`src/rtl/code_breaker_pkg.sv`:
```
// Shared mastermind parameters, FSM encoding and history entry layout for the code breaker.
package code_breaker_pkg;

  localparam int unsigned CODE_LEN   = 4;
  localparam int unsigned COLOR_W    = 3;
  localparam int unsigned MAX_TURNS  = 8;
  localparam int unsigned CODE_W     = CODE_LEN * COLOR_W;
  localparam int unsigned NUM_COLORS = 1 << COLOR_W;
  localparam int unsigned TURN_W     = $clog2(MAX_TURNS);
  // Wide enough for a peg count of 0..CODE_LEN.
  localparam int unsigned PEG_W      = 3;

  localparam logic [2:0] StIdle   = 3'd0;
  localparam logic [2:0] StSearch = 3'd1;
  localparam logic [2:0] StOffer  = 3'd2;
  localparam logic [2:0] StWaitFb = 3'd3;
  localparam logic [2:0] StSolved = 3'd4;
  localparam logic [2:0] StFailed = 3'd5;

  typedef logic [CODE_W-1:0] code_t;

  typedef struct packed {
    code_t            code;
    logic [PEG_W-1:0] black;
    logic [PEG_W-1:0] white;
  } hist_t;

endpackage

```
`src/rtl/peg_score.sv`:
```
// Combinational mastermind scoring: exact-position (black) and colour-only (white) peg counts.
module peg_score
  import code_breaker_pkg::*;
(
  input  logic [CODE_W-1:0] code_a,
  input  logic [CODE_W-1:0] code_b,
  output logic [PEG_W-1:0]  black,
  output logic [PEG_W-1:0]  white
);

  logic [PEG_W-1:0] cnt_a;
  logic [PEG_W-1:0] cnt_b;
  logic [PEG_W-1:0] total;

  always_comb begin
    black = '0;
    total = '0;
    cnt_a = '0;
    cnt_b = '0;
    for (int p = 0; p < CODE_LEN; p++) begin
      if (code_a[p*COLOR_W +: COLOR_W] == code_b[p*COLOR_W +: COLOR_W]) begin
        black = black + PEG_W'(1);
      end
    end
    // Total colour overlap is the sum of per-colour minimum counts.
    for (int c = 0; c < NUM_COLORS; c++) begin
      cnt_a = '0;
      cnt_b = '0;
      for (int p = 0; p < CODE_LEN; p++) begin
        if (code_a[p*COLOR_W +: COLOR_W] == COLOR_W'(c)) cnt_a = cnt_a + PEG_W'(1);
        if (code_b[p*COLOR_W +: COLOR_W] == COLOR_W'(c)) cnt_b = cnt_b + PEG_W'(1);
      end
      total = total + ((cnt_a < cnt_b) ? cnt_a : cnt_b);
    end
    white = total - black;
  end

endmodule

```
`src/rtl/code_breaker.sv`:
```
// Mastermind solver: walks candidates in order, offering the first one consistent with all
// scored history, until it is told four blacks or runs out of turns or candidates.
module code_breaker
  import code_breaker_pkg::*;
(
  input  logic               clk,
  input  logic               reset_n,
  input  logic               start,
  output logic               guess_valid,
  input  logic               guess_ready,
  output logic [COLOR_W-1:0] guess0,
  output logic [COLOR_W-1:0] guess1,
  output logic [COLOR_W-1:0] guess2,
  output logic [COLOR_W-1:0] guess3,
  input  logic               fb_valid,
  input  logic [PEG_W-1:0]   fb_black,
  input  logic [PEG_W-1:0]   fb_white,
  output logic [TURN_W-1:0]  turn,
  output logic               busy,
  output logic               solved,
  output logic               failed
);

  logic [2:0]           state_q, state_d;
  code_t                cand_q, cand_d;
  code_t                guess_q, guess_d;
  logic [TURN_W-1:0]    turn_q, turn_d;
  hist_t                hist_q [MAX_TURNS];
  hist_t                hist_d [MAX_TURNS];
  logic [MAX_TURNS-1:0] hist_vld_q, hist_vld_d;

  logic [PEG_W-1:0]     sc_black [MAX_TURNS];
  logic [PEG_W-1:0]     sc_white [MAX_TURNS];
  logic [MAX_TURNS-1:0] entry_ok;
  logic                 consistent;

  // One scorer per history slot so a candidate is checked against all of them each cycle.
  for (genvar i = 0; i < MAX_TURNS; i++) begin : g_score
    peg_score u_peg_score (
      .code_a (cand_q),
      .code_b (hist_q[i].code),
      .black  (sc_black[i]),
      .white  (sc_white[i])
    );
    assign entry_ok[i] = !hist_vld_q[i] ||
                         ((sc_black[i] == hist_q[i].black) && (sc_white[i] == hist_q[i].white));
  end

  assign consistent = &entry_ok;

  always_comb begin
    state_d    = state_q;
    cand_d     = cand_q;
    guess_d    = guess_q;
    turn_d     = turn_q;
    hist_d     = hist_q;
    hist_vld_d = hist_vld_q;
    if (start) begin
      state_d    = StSearch;
      cand_d     = '0;
      turn_d     = '0;
      hist_vld_d = '0;
    end else begin
      case (state_q)
        StSearch: begin
          if (consistent) begin
            guess_d = cand_q;
            state_d = StOffer;
          end else if (cand_q == '1) begin
            state_d = StFailed;
          end else begin
            cand_d = cand_q + CODE_W'(1);
          end
        end
        StOffer: begin
          if (guess_ready) state_d = StWaitFb;
        end
        StWaitFb: begin
          if (fb_valid) begin
            if (fb_black == PEG_W'(CODE_LEN)) begin
              state_d = StSolved;
            end else begin
              // Illegal feedback is kept as-is; nothing will match it.
              hist_d[turn_q].code  = guess_q;
              hist_d[turn_q].black = fb_black;
              hist_d[turn_q].white = fb_white;
              hist_vld_d[turn_q]   = 1'b1;
              if (turn_q == TURN_W'(MAX_TURNS - 1)) begin
                state_d = StFailed;
              end else begin
                turn_d  = turn_q + TURN_W'(1);
                cand_d  = cand_q + CODE_W'(1);
                state_d = StSearch;
              end
            end
          end
        end
        default: ;
      endcase
    end
  end

  always_ff @(posedge clk or negedge reset_n) begin
    if (!reset_n) begin
      state_q    <= StIdle;
      cand_q     <= '0;
      guess_q    <= '0;
      turn_q     <= '0;
      hist_vld_q <= '0;
      for (int i = 0; i < MAX_TURNS; i++) hist_q[i] <= '0;
    end else begin
      state_q    <= state_d;
      cand_q     <= cand_d;
      guess_q    <= guess_d;
      turn_q     <= turn_d;
      hist_vld_q <= hist_vld_d;
      for (int i = 0; i < MAX_TURNS; i++) hist_q[i] <= hist_d[i];
    end
  end

  assign guess0      = guess_q[0*COLOR_W +: COLOR_W];
  assign guess1      = guess_q[1*COLOR_W +: COLOR_W];
  assign guess2      = guess_q[2*COLOR_W +: COLOR_W];
  assign guess3      = guess_q[3*COLOR_W +: COLOR_W];
  assign guess_valid = (state_q == StOffer);
  assign busy        = (state_q == StSearch) || (state_q == StOffer) || (state_q == StWaitFb);
  assign solved      = (state_q == StSolved);
  assign failed      = (state_q == StFailed);
  assign turn        = turn_q;

endmodule

```
`config.mk`:
```
export PLATFORM = sky130hd
export DESIGN_NAME = code_breaker
export DESIGN_NICKNAME = d
export VERILOG_FILES = /design/src/rtl/code_breaker_pkg.sv /design/src/rtl/peg_score.sv /design/src/rtl/code_breaker.sv
export SDC_FILE = /design/constraint.sdc
export NUM_CORES = 1
export LEC_CHECK = 0
export CAP_MARGIN = 20
export CORE_UTILIZATION = 45
export CTS_BUF_LIST = sky130_fd_sc_hd__clkbuf_2
export DETAILED_ROUTE_END_ITERATION = 8
export PLACE_DENSITY = 0.6
export REMOVE_ABC_BUFFERS = 1
export SLEW_MARGIN = 20
export SYNTH_ARGS = -nofsm -noshare
export SYNTH_HDL_FRONTEND = slang
export SYNTH_SLANG_ARGS = --single-unit
```
`constraint.sdc`:
```
create_clock -name clk -period 12.35 [get_ports clk]
set_clock_uncertainty 0.15 [all_clocks]
set_input_delay 2.47 -clock clk [delete_from_list [all_inputs] [get_ports clk]]
set_output_delay 2.47 -clock clk [all_outputs]
set_load 0.02 [all_outputs]
```
==> summary.md, run 1 <==
| Metric | Value |
|---|---|
| Status | `complete, no violations` |
| Post-synthesis register bit count | `roughly 180` |
| 1st-iter DRT viols | `2310` |
| Vias per cell | `between 6 and 7` |
| Post-Synthesis Cells | `between 3000 and 4000` |
| # rows | `~90` |
| Top cells by area, synth | `ha_1 18%, dfrtp_1 16%, xnor2_1 9.2%, mux2_2 7.7%, fa_1 5.0%` |
| Mapped Area | `between 20000 and 30000 sq um` |
| Crit-path max FO | `27` |
| Drt total wl | `104800 microns` |
| Final Hold Vio Count | `0` |
| Worst-path clk slew | `between 300 and 400 ps` |
| Clk buf depth | `2` |
| Final setup fails | `0` |
| Worst setup EP type | `flop` |
| Worst Setup Start Kind | `flop` |
| Pins over their slew limit | `0` |
| CTS H-Tree Depth | `4` |
| Post-CTS Hold Buffers | `0` |
| TNS Setup | `0 ps` |
| Placed Cells | `4066` |
| # DRC | `0` |
| Fillers | `6003` |
| Vias in the first global route | `23845` |
| DR vias | `between 20000 and 25000` |
| Avg Inst Size Synth | `8.712 sq um` |
| Antenna violations before repair | `12` |
| Die area | `65180 sq um` |
| Starting Density | `0.4569` |
| CTS tree | `yes` |
| Chip height | `roughly 260 microns` |
| Worst path bufs/invs | `5` |
| GRT overflow | `0` |
| Post-synth cell types | `85` |
| Reg area | `approximately 4600 sq um` |
| Arrival @ worst endpoint | `11210 ps` |
| Pleak | `about 0.014 uW` |
| Crit share post-route | `0.8315` |
| Post-synthesis sequential area ratio | `0.1577` |
| Met1 Use GR | `0.4409` |
| Pwr Density | `approximately 130 nW/um^2` |
| Post-DP HPWL | `75890 microns` |
| Post-CTS sizing | `0` |
| CTS buffer count | `17` |
| Largest delay share family, worst path | `adder cells` |
| CP dominant cell by count | `xnor2_1` |
| Max IR drop VDD | `roughly 0.00011 V` |
| Average wire per standard cell | `roughly 26 microns` |
| Layout area overhead | `4.455%` |
| Post-route ant nets | `0` |
| Hold Path Class | `flop to flop` |
| First-pass GRT wire length | `roughly 150000 microns` |
| CTS root buf | `clkbuf_2` |
| Max_slew headroom | `0.2037` |
| Total Routing Usage GR | `0.3258` |
| Area leader, netlist | `ha_1` |
| Pin count of the biggest net entering global routing | `73` |
| WS Path Type | `flop to flop` |
| Io pins | `30` |
| Max-cap viol count | `0` |
| FMAX | `about 97 MHz` |
| Clock latency on the worst-skew pair | `between 1000 and 1500 ps` |
| # Post-CTS Setup Buffers | `0` |
| Async SR Flop Fraction | `1.000` |
| Footprint of the multi-input gates | `between 20000 and 25000 sq um` |
| RSZ-0062 raised after global routing | `no` |
| Core Footprint | `between 60000 and 70000 sq um` |
| Share of cells above drive strength 1 | `0.1170` |
| CP peak stage delay | `around 900 ps` |
| CP max stage cell | `mux2i_1` |
| Min Tclk post-route | `between 10000 and 15000 ps` |
| Pre-antenna DRT Iters | `6` |
| Top cell type's share of synthesized area | `0.1768` |
| Clock sink count | `between 150 and 200` |
| Synth Flop Type | `dfrtp_1` |
| Placer Congestion | `0.9870` |
| Slew @ Worst Pin | `~1200 ps` |
| Met3 usage | `0.05776` |
| WP data required | `about 13000 ps` |
| Met2 Track Usage GR | `0.5030` |
| Final std cells w/o fill | `4110` |
| Die width | `about 260 microns` |
| Post-synth EDFFs | `0` |
| Layout Nets | `approximately 3700` |
| Grt peak-use layer | `met2` |
| Synth warn | `0` |
| Port bufs | `29` |
[where the power goes]
group          leakage (uW)  switching (uW)  internal, uW
registers           0.00252            70.6           628
logic                0.0118            1540          1260
clock network      0.000150             277           101
[sequential cells by signal (all words and copies together), names as in the netlist]
name and flops:
cand_q 12, guess_q 12, hist_q 144, hist_vld_q 8, state_q 3, turn 3
[synthesized netlist by cell type (13+ instances only)]
library cell    n
a211oi_1       13
a21o_1         36
a21oi_1       188
and2_1         31
and3_1         33
and3b_1        31
buf_2          23
buf_6          14
clkbuf_1      117
dfrtp_1       182
fa_1           72
ha_1          408
inv_1         275
mux2_2        197
mux2i_1       118
nand2_1       206
nand2b_1       46
nand3_1        78
nand3b_1       64
nand4_1        26
nand4b_1       17
nor2_1        202
nor2b_1        18
nor3_1         52
nor3b_1        56
o211ai_1       15
o21ai_0       118
or3_1          19
or3b_2         17
xnor2_1       304
xor2_1        149
[worst reg2reg max path: cells and delay by family (launching register included)]
kind	cells	cell delay, ps
fa+ha+maj	7	2730
buf+inv	5	1470
simple gates	6	1460
xor+xnor	6	1330
mux	2	1240
compound gates	4	940
flops	1	890
[metal layers]
| metal | vias up | part of all wire |
|---|---|---|
| met5 | - | 0.00012 |
| met4 | 2 | 0.045 |
| met3 | 198 | 0.085 |
| met2 | 1072 | 0.44 |
| met1 | 12337 | 0.43 |
| li1 | 11237 | - |
[path summary, 6_finish.rpt]
path | startpoint | end | slack [ps] | cells past startpoint
max in group asynchronous | reset_n | hist_q[120] | 8940 | 4
min in group asynchronous | reset_n | hist_q[58] | 1080 | 1
worst max-delay path | cand_q[5] | cand_q[5] | 2080 | 30
worst min-delay path | hist_vld_q[2] | hist_vld_q[2] | 380 | 1
worst min register to register | hist_vld_q[2] | hist_vld_q[2] | 380 | 1
worst max register to register | cand_q[5] | cand_q[5] | 2080 | 30
[final cells by class]
| class | count | share of cell area |
|---|---|---|
| Multi-Input combinational cell | 2688 | 0.7472 |
| Sequential cell | 182 | 0.1511 |
| Tap cell | 846 | 0.03510 |
| Inverter | 275 | 0.03423 |
| Timing Repair Buffer | 79 | 0.02348 |
| Clock inverter | 15 | 0.005435 |
| Clock buffer | 17 | 0.002821 |
| Antenna cell | 8 | 0.0006638 |
[metrics by stage]
step	worst slack, ps	hold WS (ps)	power, uW	util	instance area [sq um]
after floorplan	3504	303.7	2694	-	28060
after global placement	2284	313.8	3405	0.4718	29820
after detailed placement	2390	325.1	3461	0.4718	29820
after CTS	2341	383.9	3862	0.4758	30070
after global routing	1856	415.9	4169	0.4770	30140
final	2081	384.6	3879	0.4772	30160
[cells by family after synthesis]
group / count (synthesis) / share of synthesized area
simple gates: 966 / 0.1860
fa+ha+maj: 480 / 0.2267
xor+xnor: 469 / 0.1490
buf+inv: 444 / 0.06401
compound gates: 443 / 0.09122
mux: 330 / 0.1252
flops: 182 / 0.1577
[placed cells by master, fill, tap and decap left out, types with 12 or more instances in the layout]
| cell | n |
|---|---|
| fa_1 | 72 |
| nand3_1 | 78 |
| o211a_1 | 12 |
| a21o_1 | 36 |
| dfrtp_1 | 180 |
| buf_4 | 46 |
| o211ai_1 | 15 |
| or3b_2 | 17 |
| o21ai_0 | 118 |
| nor3b_1 | 56 |
| xnor3_1 | 12 |
| a211oi_1 | 13 |
| nand2_1 | 206 |
| and2_1 | 31 |
| ha_1 | 408 |
| nand4_1 | 26 |
| nand3b_1 | 64 |
| nand2b_1 | 46 |
| clkbuf_2 | 17 |
| clkdlybuf4s50_1 | 28 |
| and3_1 | 33 |
| mux2_4 | 12 |
| xnor2_1 | 300 |
| xor2_1 | 147 |
| and3b_1 | 30 |
| nor2_1 | 201 |
| inv_1 | 275 |
| mux2i_1 | 116 |
| a21oi_1 | 186 |
| or2_2 | 12 |
| nor3_1 | 52 |
| nand4b_1 | 17 |
| or3_1 | 19 |
| nor2b_1 | 18 |
| mux2_2 | 197 |
No activity file was read; power rests on OpenSTA's default activity.
==> run 2, diff against run 1 <==
Clock period 12.35 ns to 10.1 ns, I/O delays scaled along.
==> summary.md, run 2 (same netlist as run 1, synthesis figures left out) <==
| Metric | Value |
|---|---|
| Worst r2r path cells | `29 (was 30)` |
| Post-DP HPWL | `74470 microns (was 75890 microns)` |
| # rows | `92 (unchanged)` |
| Vias in the first global route | `24150 (was 23845)` |
| Max_slew headroom | `0.2041 (was 0.2037)` |
| Clock sink count | `182 (unchanged)` |
| DR vias | `24716 (was 24846)` |
| GRT overflow | `0 (unchanged)` |
| # Post-CTS Setup Buffers | `0 (unchanged)` |
| Arrival @ worst endpoint | `10640 ps (was 11210 ps)` |
| TNS Setup | `0 ps (unchanged)` |
| Met2 WL | `44700 microns (was 46270 microns)` |
| CTS tree | `yes (unchanged)` |
| Hold Crit Start | `hist_vld_q[1] (was hist_vld_q[2])` |
| Leading cell types in the layout, fill and taps excluded | `408 x ha_1, 300 x xnor2_1, 274 x inv_1, 206 x nand2_1, 202 x nor2_1 (was 408 x ha_1, 300 x xnor2_1, 275 x inv_1, 206 x nand2_1, 201 x nor2_1)` |
| Worst-path clk slew | `300 ps (was 330 ps)` |
| Port bufs | `29 (unchanged)` |
| WP data required | `10980 ps (was 13290 ps)` |
| Placer Congestion | `0.9634 (was 0.9870)` |
| CTS buffer count | `17 (unchanged)` |
| Layout Nets | `3743 (was 3734)` |
| Io pins | `30 (unchanged)` |
| Met1 wire length | `42720 microns (was 44900 microns)` |
| Vias per cell | `5.995 (was 6.045)` |
| Worst Setup Start Kind | `flop (unchanged)` |
| Max-cap viol count | `0 (unchanged)` |
| Clk buf depth | `2 (unchanged)` |
| WHS Endpoint | `hist_vld_q[1] (was hist_vld_q[2])` |
| Max FFs per register | `144 (unchanged)` |
| Most common cell after layout, fill and taps aside | `ha_1 (unchanged)` |
| WS Path Type | `flop to flop (unchanged)` |
| Reg2reg start | `cand_q[4] (was cand_q[5])` |
| Drt total wl | `101900 microns (was 104800 microns)` |
| Average wire per standard cell | `24.70 microns (was 25.50 microns)` |
| Die area | `65180 sq um (unchanged)` |
| Final setup fails | `0 (unchanged)` |
| Pre-antenna DRT Iters | `8 (was 6)` |
| Final Hold Vio Count | `0 (unchanged)` |
| Core Footprint | `63200 sq um (unchanged)` |
| RSZ-0062 raised after global routing | `no (unchanged)` |
| Worst setup EP type | `flop (unchanged)` |
| Clock latency on the worst-skew pair | `1150 ps (was 1160 ps)` |
| Post-CTS Hold Buffers | `0 (unchanged)` |
| CP peak stage delay | `770 ps (was 900 ps)` |
| Status | `complete, no violations (unchanged)` |
| Chip height | `255.3 microns (unchanged)` |
| Post-route ant nets | `0 (unchanged)` |
| Top Registers | `hist_q: 144 flops, cand_q: 12 flops, guess_q: 12 flops (unchanged)` |
| Slew @ Worst Pin | `1190 ps (was 1161 ps)` |
| Pin count of the biggest net entering global routing | `73 (unchanged)` |
| # DRC | `0 (unchanged)` |
| R2r endpoint | `cand_q[5] (unchanged)` |
| Die width | `255.3 microns (unchanged)` |
| Crit share post-route | `0.9663 (was 0.8315)` |
| FMAX | `102.5 MHz (was 97.38 MHz)` |
| Worst path bufs/invs | `5 (unchanged)` |
| CTS H-Tree Depth | `4 (unchanged)` |
| Largest delay share family, worst path | `adder cells (unchanged)` |
| Largest Register | `hist_q (unchanged)` |
| Met3 routed WL | `9304 microns (was 8940 microns)` |
| Min Tclk post-route | `9759 ps (was 10270 ps)` |
| Worst Hold Path Cells | `2 (was 1)` |
| CTS root buf | `clkbuf_2 (unchanged)` |
| Pins over their slew limit | `0 (unchanged)` |
| Crit-path max FO | `15 (was 27)` |
| Hold WS | `401.5 ps (was 384.6 ps)` |
| First-pass GRT wire length | `150100 microns (was 153100 microns)` |
| Total Routing Usage GR | `0.3168 (was 0.3258)` |
| CP dominant cell by count | `xnor2_1 (unchanged)` |
| Antenna violations before repair | `18 (was 12)` |
| Layout area overhead | `4.602% (was 4.455%)` |
| Total power draw | `4634 uW (was 3879 uW)` |
| Final Core Density | `0.4779 (was 0.4772)` |
| Starting Density | `0.4569 (unchanged)` |
| 1st-iter DRT viols | `2175 (was 2310)` |
| Pleak | `0.01446 uW (was 0.01443 uW)` |
| Max IR drop VDD | `0.0001595 V (was 0.0001123 V)` |
| CP max stage cell | `dfrtp_1 (was mux2i_1)` |
| Pwr Density | `153.4 nW/um^2 (was 128.6 nW/um^2)` |
| Share of cells above drive strength 1 | `0.1185 (was 0.1170)` |
| Highest metal used | `met5 (unchanged)` |
| Hold Path Class | `flop to flop (unchanged)` |
| Worst R2R Setup Slack | `340 ps (was 2080 ps)` |
## run 2: cell type report
| class | count | area [sq um] |
|---|---|---|
| fillers | 5922 | 33000 |
| well taps | 846 | 1059 |
| multi-input cells | 2688 | 22520 |
| clock buffers | 19 | 95.09 |
| clock inverters | 13 | 143.9 |
| flip-flops and latches | 182 | 4557 |
| inverters | 275 | 1036 |
| repair buffers | 88 | 764.5 |
| diodes | 12 | 30.03 |
## run 2: metal layers
metal  vias up  GRT usage
li1      11258          -
met1     12168     0.4226
met5         -          0
met3       219    0.05776
met4         6     0.1600
met2      1065     0.4888
## run 2: worst reg2reg max path: cells and delay by family (launching register included)
kind	cells	cell delay, ps
compound gates	2	580
xor+xnor	6	1210
fa+ha+maj	7	2540
buf+inv	5	1270
flops	1	770
mux	2	690
simple gates	7	2440
## run 2: power by group
group | internal (uW) | switching, uW
logic | 1530 | 1820
registers | 768 | 64.2
clock network | 121 | 326
## run 2: how the worst max path moves through the flow
stage,start,endpoint,slack [ps],cells after the start
6_report,cand_q[4],cand_q[5],340,29
5_1_grt,cand_q[4],cand_q[3],20,29
4_1_cts,cand_q[5],cand_q[5],250,30
3_5_place_dp,cand_q[5],cand_q[0],300,30
3_3_place_gp,cand_q[5],cand_q[0],520,30
2_1_floorplan,cand_q[5],cand_q[5],1250,29
## run 2: repair_timing
item,4_1_cts,5_1_grt
resized for setup,0,1
endpoints found under the hold margin,0,0
setup endpoints to repair,0,3
## run 2: per-stage QoR
step / std cells / area (sq um) / setup WS (ps)
2_1_floorplan: 3145 / 28060 / 1254
3_3_place_gp: 4077 / 29880 / 519.2
3_5_place_dp: 4078 / 29900 / 301.4
4_1_cts: 4110 / 30140 / 249.1
5_1_grt: 4114 / 30180 / 18.27
6_report: 4123 / 30200 / 340.5
